### src/rtl/bus_ctrl_pkg.sv
// Shared encodings for the bus control sequencer: states, opcodes, bus source
// indices and ALU operation codes.
package bus_ctrl_pkg;

  typedef enum logic [2:0] {
    S_IDLE, S_T0, S_T1, S_T2, S_T3, S_T4, S_T5, S_HALT
  } state_e;

  localparam logic [4:0] OP_ADD  = 5'b00011;
  localparam logic [4:0] OP_SUB  = 5'b00100;
  localparam logic [4:0] OP_AND  = 5'b00101;
  localparam logic [4:0] OP_OR   = 5'b00110;
  localparam logic [4:0] OP_ADDI = 5'b01100;
  localparam logic [4:0] OP_HALT = 5'b11011;

  localparam int SRC_HI     = 16;
  localparam int SRC_LO     = 17;
  localparam int SRC_ZHI    = 18;
  localparam int SRC_ZLO    = 19;
  localparam int SRC_PC     = 20;
  localparam int SRC_MDR    = 21;
  localparam int SRC_INPORT = 22;
  localparam int SRC_C      = 23;

  localparam logic [2:0] ALU_PASS = 3'd0;
  localparam logic [2:0] ALU_ADD  = 3'd1;
  localparam logic [2:0] ALU_SUB  = 3'd2;
  localparam logic [2:0] ALU_AND  = 3'd3;
  localparam logic [2:0] ALU_OR   = 3'd4;

  // Opcodes that run the execute phase; everything else (HALT included) halts.
  function automatic logic is_exec_op(input logic [4:0] op);
    return (op == OP_ADD) || (op == OP_SUB) || (op == OP_AND) ||
           (op == OP_OR)  || (op == OP_ADDI);
  endfunction

  function automatic logic [2:0] alu_of(input logic [4:0] op);
    case (op)
      OP_ADD, OP_ADDI: return ALU_ADD;
      OP_SUB:          return ALU_SUB;
      OP_AND:          return ALU_AND;
      OP_OR:           return ALU_OR;
      default:         return ALU_PASS;
    endcase
  endfunction

endpackage

### src/rtl/bus_ctrl_decode.sv
// Combinational strobe decode: maps sequencer state, IR fields and the
// first-T1-cycle flag onto the one-hot bus select and register load strobes.
module bus_ctrl_decode
  import bus_ctrl_pkg::*;
(
  input  state_e      state,
  input  logic [31:0] ir,
  input  logic        t1_first,
  output logic [31:0] src_sel,
  output logic [15:0] reg_in,
  output logic        pc_in,
  output logic        ir_in,
  output logic        mar_in,
  output logic        mdr_in,
  output logic        y_in,
  output logic        z_in,
  output logic        inc_pc,
  output logic        mem_read,
  output logic [2:0]  alu_op,
  output logic        done,
  output logic        halted
);

  logic [4:0] op;
  logic [3:0] ra, rb, rc;
  logic       unused_ir;

  assign op        = ir[31:27];
  assign ra        = ir[26:23];
  assign rb        = ir[22:19];
  assign rc        = ir[18:15];
  assign unused_ir = ^ir[14:0];

  always_comb begin
    src_sel  = '0;
    reg_in   = '0;
    pc_in    = 1'b0;
    ir_in    = 1'b0;
    mar_in   = 1'b0;
    mdr_in   = 1'b0;
    y_in     = 1'b0;
    z_in     = 1'b0;
    inc_pc   = 1'b0;
    mem_read = 1'b0;
    alu_op   = ALU_PASS;
    done     = 1'b0;
    halted   = 1'b0;
    case (state)
      S_T0: begin
        src_sel[SRC_PC] = 1'b1;
        mar_in = 1'b1;
        inc_pc = 1'b1;
        z_in   = 1'b1;
      end
      S_T1: begin
        mem_read = 1'b1;
        mdr_in   = 1'b1;
        // PC+1 is written back once; wait cycles only hold the read request.
        if (t1_first) begin
          src_sel[SRC_ZLO] = 1'b1;
          pc_in = 1'b1;
        end
      end
      S_T2: begin
        src_sel[SRC_MDR] = 1'b1;
        ir_in = 1'b1;
      end
      S_T3: begin
        src_sel[{1'b0, rb}] = 1'b1;
        y_in = 1'b1;
      end
      S_T4: begin
        z_in = 1'b1;
        if (op == OP_ADDI) begin
          src_sel[SRC_C] = 1'b1;
          alu_op = ALU_ADD;
        end else begin
          src_sel[{1'b0, rc}] = 1'b1;
          alu_op = alu_of(op);
        end
      end
      S_T5: begin
        src_sel[SRC_ZLO] = 1'b1;
        reg_in[ra] = 1'b1;
        done = 1'b1;
      end
      S_HALT: halted = 1'b1;
      default: ;
    endcase
  end

endmodule

### src/rtl/bus_ctrl_sequencer.sv
// Fetch/execute control sequencer: state register, first-T1 flag and
// next-state logic; all strobes come from bus_ctrl_decode.
module bus_ctrl_sequencer
  import bus_ctrl_pkg::*;
(
  input  logic        clock,
  input  logic        clear_n,
  input  logic        run,
  input  logic [31:0] ir,
  input  logic        mem_ready,
  output logic [31:0] src_sel,
  output logic [15:0] reg_in,
  output logic        pc_in,
  output logic        ir_in,
  output logic        mar_in,
  output logic        mdr_in,
  output logic        y_in,
  output logic        z_in,
  output logic        inc_pc,
  output logic        mem_read,
  output logic [2:0]  alu_op,
  output logic        done,
  output logic        halted
);

  state_e state_q, state_d;
  logic   t1_first_q, t1_first_d;

  always_comb begin
    state_d    = state_q;
    // T0 always proceeds to T1, so this marks exactly the entry cycle.
    t1_first_d = (state_q == S_T0);
    case (state_q)
      S_IDLE:  if (run) state_d = S_T0;
      S_T0:    state_d = S_T1;
      S_T1:    if (mem_ready) state_d = S_T2;
      S_T2:    state_d = is_exec_op(ir[31:27]) ? S_T3 : S_HALT;
      S_T3:    state_d = S_T4;
      S_T4:    state_d = S_T5;
      S_T5:    state_d = run ? S_T0 : S_IDLE;
      S_HALT:  state_d = S_HALT;
      default: state_d = S_IDLE;
    endcase
  end

  always_ff @(posedge clock or negedge clear_n) begin
    if (!clear_n) begin
      state_q    <= S_IDLE;
      t1_first_q <= 1'b0;
    end else begin
      state_q    <= state_d;
      t1_first_q <= t1_first_d;
    end
  end

  bus_ctrl_decode u_decode (
    .state    (state_q),
    .ir       (ir),
    .t1_first (t1_first_q),
    .src_sel  (src_sel),
    .reg_in   (reg_in),
    .pc_in    (pc_in),
    .ir_in    (ir_in),
    .mar_in   (mar_in),
    .mdr_in   (mdr_in),
    .y_in     (y_in),
    .z_in     (z_in),
    .inc_pc   (inc_pc),
    .mem_read (mem_read),
    .alu_op   (alu_op),
    .done     (done),
    .halted   (halted)
  );

endmodule

### config.mk
export PLATFORM = sky130hd
export DESIGN_NAME = bus_ctrl_sequencer
export DESIGN_NICKNAME = d
export VERILOG_FILES = /design/src/rtl/bus_ctrl_pkg.sv /design/src/rtl/bus_ctrl_decode.sv /design/src/rtl/bus_ctrl_sequencer.sv
export SDC_FILE = /design/constraint.sdc
export NUM_CORES = 1
export LEC_CHECK = 0
export BUFFER_PORTS_ARGS = -buffer_cell sky130_fd_sc_hd__buf_2
export CORE_MARGIN = 1.5
export CORE_UTILIZATION = 34
export CTS_CLUSTER_SIZE = 28
export DETAILED_ROUTE_END_ITERATION = 10
export PLACE_DENSITY = 0.8
export RECOVER_POWER = 50
export SKIP_CTS_REPAIR_TIMING = 1
export SYNTH_ARGS = -nofsm -noshare
export SYNTH_HDL_FRONTEND = slang
export SYNTH_HIERARCHICAL = 1
export SYNTH_SLANG_ARGS = --single-unit
### constraint.sdc
create_clock -name clock -period 1.65 [get_ports clock]
set_input_delay 0.2475 -clock clock [delete_from_list [all_inputs] [get_ports clock]]
set_output_delay 0.2475 -clock clock [all_outputs]
set_load 0.005 [all_outputs]
[Yosys cells after proc, flatten, opt, wreduce, memory -nomap -nowiden]
Index checks and enable logic that the tools add are counted.
Operators by class
  order comparisons: 6
  equality and inequality tests: 14
  muxes and demuxes: 31
  reductions and logical operators: 11
Operator list (number)
  $pmux 19 s2: 1
  $mux 16: 2
  $pmux 3 s8: 1
  $eq 5x3->1 const B: 3
  $mux 1: 14
  $demux 1 s4: 3
  $eq 3x3->1 const B: 4
  $ge 4x1->1 const B: 3
  $lt 4x6->1 const B: 2
  $mux 3: 4
  $pmux 3 s4: 1
  $eq 3x2->1 const B: 2
  $eq 5x2->1 const B: 1
  $eq 5x4->1 const B: 1
  $lt 4x5->1 const B: 1
  $logic_or 1x1->1: 4
  $mux 2: 2
  $ne 2x2->1 const B: 2
  $pmux 1 s2: 2
  $reduce_or 2->1: 2
  $eq 3x1->1 const B: 1
  $logic_and 1x1->1: 3
  $logic_not 3->1: 1
  $pmux 1 s3: 1
  $reduce_and 2->1: 1
Word-level totals
  register bits after elaboration: 4
  input port bits: 36
  output and inout port bits: 61
  word-level logic and storage cells: 64

[Logic depth before layout (Yosys ltp)]
  word-level depth: 7
  gate-level depth with buffers: 4
  gate-level depth less buffers: 3

[Modules after synthesis]
The synthesis kept the hierarchy.
Modules (own cells, without submodules)
  bus_ctrl_decode: instances 1, cells an instance 99, area each 643.1 µm², seq. area each 0.0 µm²
  bus_ctrl_sequencer: instances 1, cells an instance 22, area each 225.2 µm², seq. area each 100.1 µm²

[Worst setup path after synthesis]
Ideal clock, no wire load.
  path kind: reg-to-output
  start: reg state_q[1]
  end: out src_sel[0]
  data arrival time: 1367 ps
  data required time: 1402 ps
  path slack: 35 ps
  stages on the path, launching flop included: 4
  buffers on the path: 0
  path through: dfrtp_1 -> nor3b_4 -> or3b_4 -> o22ai_1
Between the ends
  cells in the longest elaborated chain, start to end: 2
  elaborated cells between the ends (all ways): 3
  classes of those cells: eq/ne (2); mux (1)
Ends and longest elaborated chain
  start, declared: line bus_ctrl_sequencer.sv:26  | state_e state_q, state_d;
  start signal, assigned: line bus_ctrl_sequencer.sv:51  | state_q <= state_d;
  $eq 3x3->1, on equally long branches
  $pmux 19 s2 (*): line bus_ctrl_decode.sv:48  | case (state)
  end, declared: line bus_ctrl_sequencer.sv:11  | output logic [31:0] src_sel,
Mark *: on every way between the ends. The rest lies on a longest branch, timed or not.

[Worst setup path after layout]
  start: reg state_q[1]
  end: out src_sel[3]
Same word-level chain as after synthesis.

==> results_dict.tcl <==
set metrics [dict create \
    status "complete, but fails checks" \
    violations "negative setup slack" \
    yosysSeqAreaShare_pct 11.5 \
    async_flop_share_pct 100 \
    routabilityCongestion 0.855 \
    ys_top_cells_by_count "buf_4 (17), o22ai_1 (17), nor2_1 (15)" \
    area_growth_pct 70.0 \
    num_io_pins 97 \
    fin_setup_tns_ns -4.20 \
    cp.required_ns 1.40 \
    synth_area_leaders "buf_4 (15%), o22ai_1 (12%), dfrtp_1 (12%)" \
    synth.top_cell.area_share_pct 14.7 \
    cts_made_buffers 3 \
    synth.ff_latch_count 4 \
    drt-initial-drc-count 20 \
    crit_path_start_kind "flop" \
    synth_edf_count 0 \
    synthDistinctLibCells 38 \
    arrival_ns 1.66 \
    grt_pass1_vias 955 \
    ff2ff_path_depth 4 \
    fin_crit_ns 1.91 \
    viasPerCell 5.24 \
    reg2reg_to "state_q[0]$_DFFE_PN0P_" \
    num_rows 18 \
    final-hold-violation-count 0 \
    core_um2 2450 \
    drc 0 \
    drv_cap 0 \
    min_path_type "in2async" \
    die-height_um 53.5 \
    avgSynthCellArea_um2 7.18 \
    cts_root_buf "clkbuf_4" \
    wire_per_inst_um 12.4 \
    cp-startpoint "state_q[1]$_DFFE_PN0P_" \
    vdd_drop_max_v 0.000700 \
    drv_slew 0 \
    drt-total-wl_mm 2.89 \
    power.leakage_nw 0.751 \
    die_w_um 53.5 \
    layout-drive-gt1-share_pct 60.9 \
    dp.cells 225 \
    synthCells 121 \
    setup_slack_ns -0.260 \
    dieArea_um2 2870 \
    vias 1215 \
    grt_max_degree 11 \
    synth_top_cell_by_area "buf_4" \
    finalCritPeriodShare_pct 116 \
    path_class "reg2out" \
    initial_utilization_pct 35.4 \
    clkTransAtPathRegs_ns 0.04 \
    numClockSinks 4 \
    endpoint "src_sel[3]" \
    rsz0062_at_grt "true" \
    setup_viol 28 \
    syn_area_um2 868 \
    hpwl_mm 2.03 \
    ys_warn_count 6 \
    ant_nets 0 \
    p_per_area_nw_per_um2 816 \
    nets 240 \
    clk_latency_ns 0.23 \
    final_cells 232 \
    drt_first_pass_iters 4 \
    clock_skew_ns 0.00108 \
    clock.fmax_mhz 524 \
    htree_levels 1 \
    antenna_found_initial 0 \
    grt_usage_pct 17.3 \
    grt_pass1_wl_mm 3.80 \
    synthFlopType "dfrtp_1" \
    worstPathMaxFanout 7 \
    rrSetupSlack_ns 0.35 \
    io_buffers 69 \
    antenna_cells 0 \
    cts_tree "done" \
    endpoint_kind "primary output" \
    grt-ovfl-total 0 \
    clockBufferDepth 2 \
]
==> critical path: stages, from the launching register on <==
cell and delay (ns):
dfrtp_2 0.45, nor3b_4 0.21, or3b_4 0.43, o22ai_1 0.19, buf_2 0.14
==> placed cells by master, fill, tap and decap left out, types with 2 or more instances in the layout <==
cell type	instances
or3b_4	3
and3b_2	3
o22ai_2	5
nand3b_1	5
inv_1	6
clkbuf_4	3
o2111ai_4	2
nand2_1	4
nor3_2	5
nor3_1	2
nor3b_4	2
o22ai_1	12
conb_1	12
buf_2	65
or2_2	2
buf_6	4
nor2_1	14
buf_4	12
a21oi_1	3
o2111ai_1	2
nand2b_1	8
dfrtp_2	3
==> kinds of logic (layout without fill, tap and decap cells) <==
kind of cell | after synthesis | in the layout | share of synthesized area [%]
xor+xnor | 1 | 1 | 1.01
mux | 1 | 1 | 1.30
flops | 4 | 4 | 11.5
compound gates | 28 | 28 | 21.9
buf+inv | 24 | 94 | 17.7
fa+ha+maj | 1 | 1 | 1.30
simple gates | 61 | 61 | 44.8
other cells | 1 | 12 | 0.432
==> power by group <==
group	switching, mW	leakage [nW]	internal (mW)	total (mW)
combinational	0.400	0.693	0.475	0.875
clock	0.0386	0.0138	0.0813	0.120
sequential	0.0660	0.0433	0.144	0.210
total	0.504	0.751	0.701	1.21
==> metal layers <==
metal,up-vias,routed length [um],share of wire (%),GRT usage [%]
met4,0,24,0.83,5.13
li1,581,-,-,-
met3,4,259,9.0,3.06
met5,-,0,0,0
met2,76,1560,54,35.2
met1,554,1040,36,17.4
==> area by class of cell <==
| class | count | area, um^2 |
|---|---|---|
| Timing Repair Buffer | 85 | 499 |
| Sequential cell | 4 | 104 |
| Clock buffer | 3 | 22.5 |
| Fill cell | 231 | 978 |
| Inverter | 6 | 22.5 |
| Tap cell | 30 | 37.5 |
| Multi-Input combinational cell | 104 | 791 |
==> how the worst min path moves through the flow <==
stage | start | to | slack, ns | cells past startpoint
after floorplan | clear_n | asynchronous set/reset pin | -0.05 | 0
after global placement | clear_n | t1_first_q$_DFF_PN0_ | 0.05 | 1
after detailed placement | clear_n | state_q[1]$_DFFE_PN0P_ | 0.05 | 1
after CTS | clear_n | state_q[0]$_DFFE_PN0P_ | -0.20 | 1
after global routing | clear_n | state_q[0]$_DFFE_PN0P_ | 0.39 | 2
final | clear_n | state_q[0]$_DFFE_PN0P_ | 0.37 | 2
==> metrics by stage <==
| step | worst slack (ns) | hold slack (ns) | power, mW | util (%) | cell area, um^2 |
|---|---|---|---|---|---|
| floorplan | 0.0350 | -0.0481 | 0.635 | - | 910 |
| global placement | -0.0169 | 0.0527 | 0.848 | 51.0 | 1250 |
| detailed placement | -0.0178 | 0.0527 | 0.867 | 51.0 | 1250 |
| CTS | -0.273 | -0.196 | 0.992 | 51.9 | 1270 |
| global route | -0.300 | 0.392 | 1.32 | 60.1 | 1480 |
| finish | -0.260 | 0.366 | 1.21 | 60.1 | 1480 |
(Power assumes the default switching activity.)
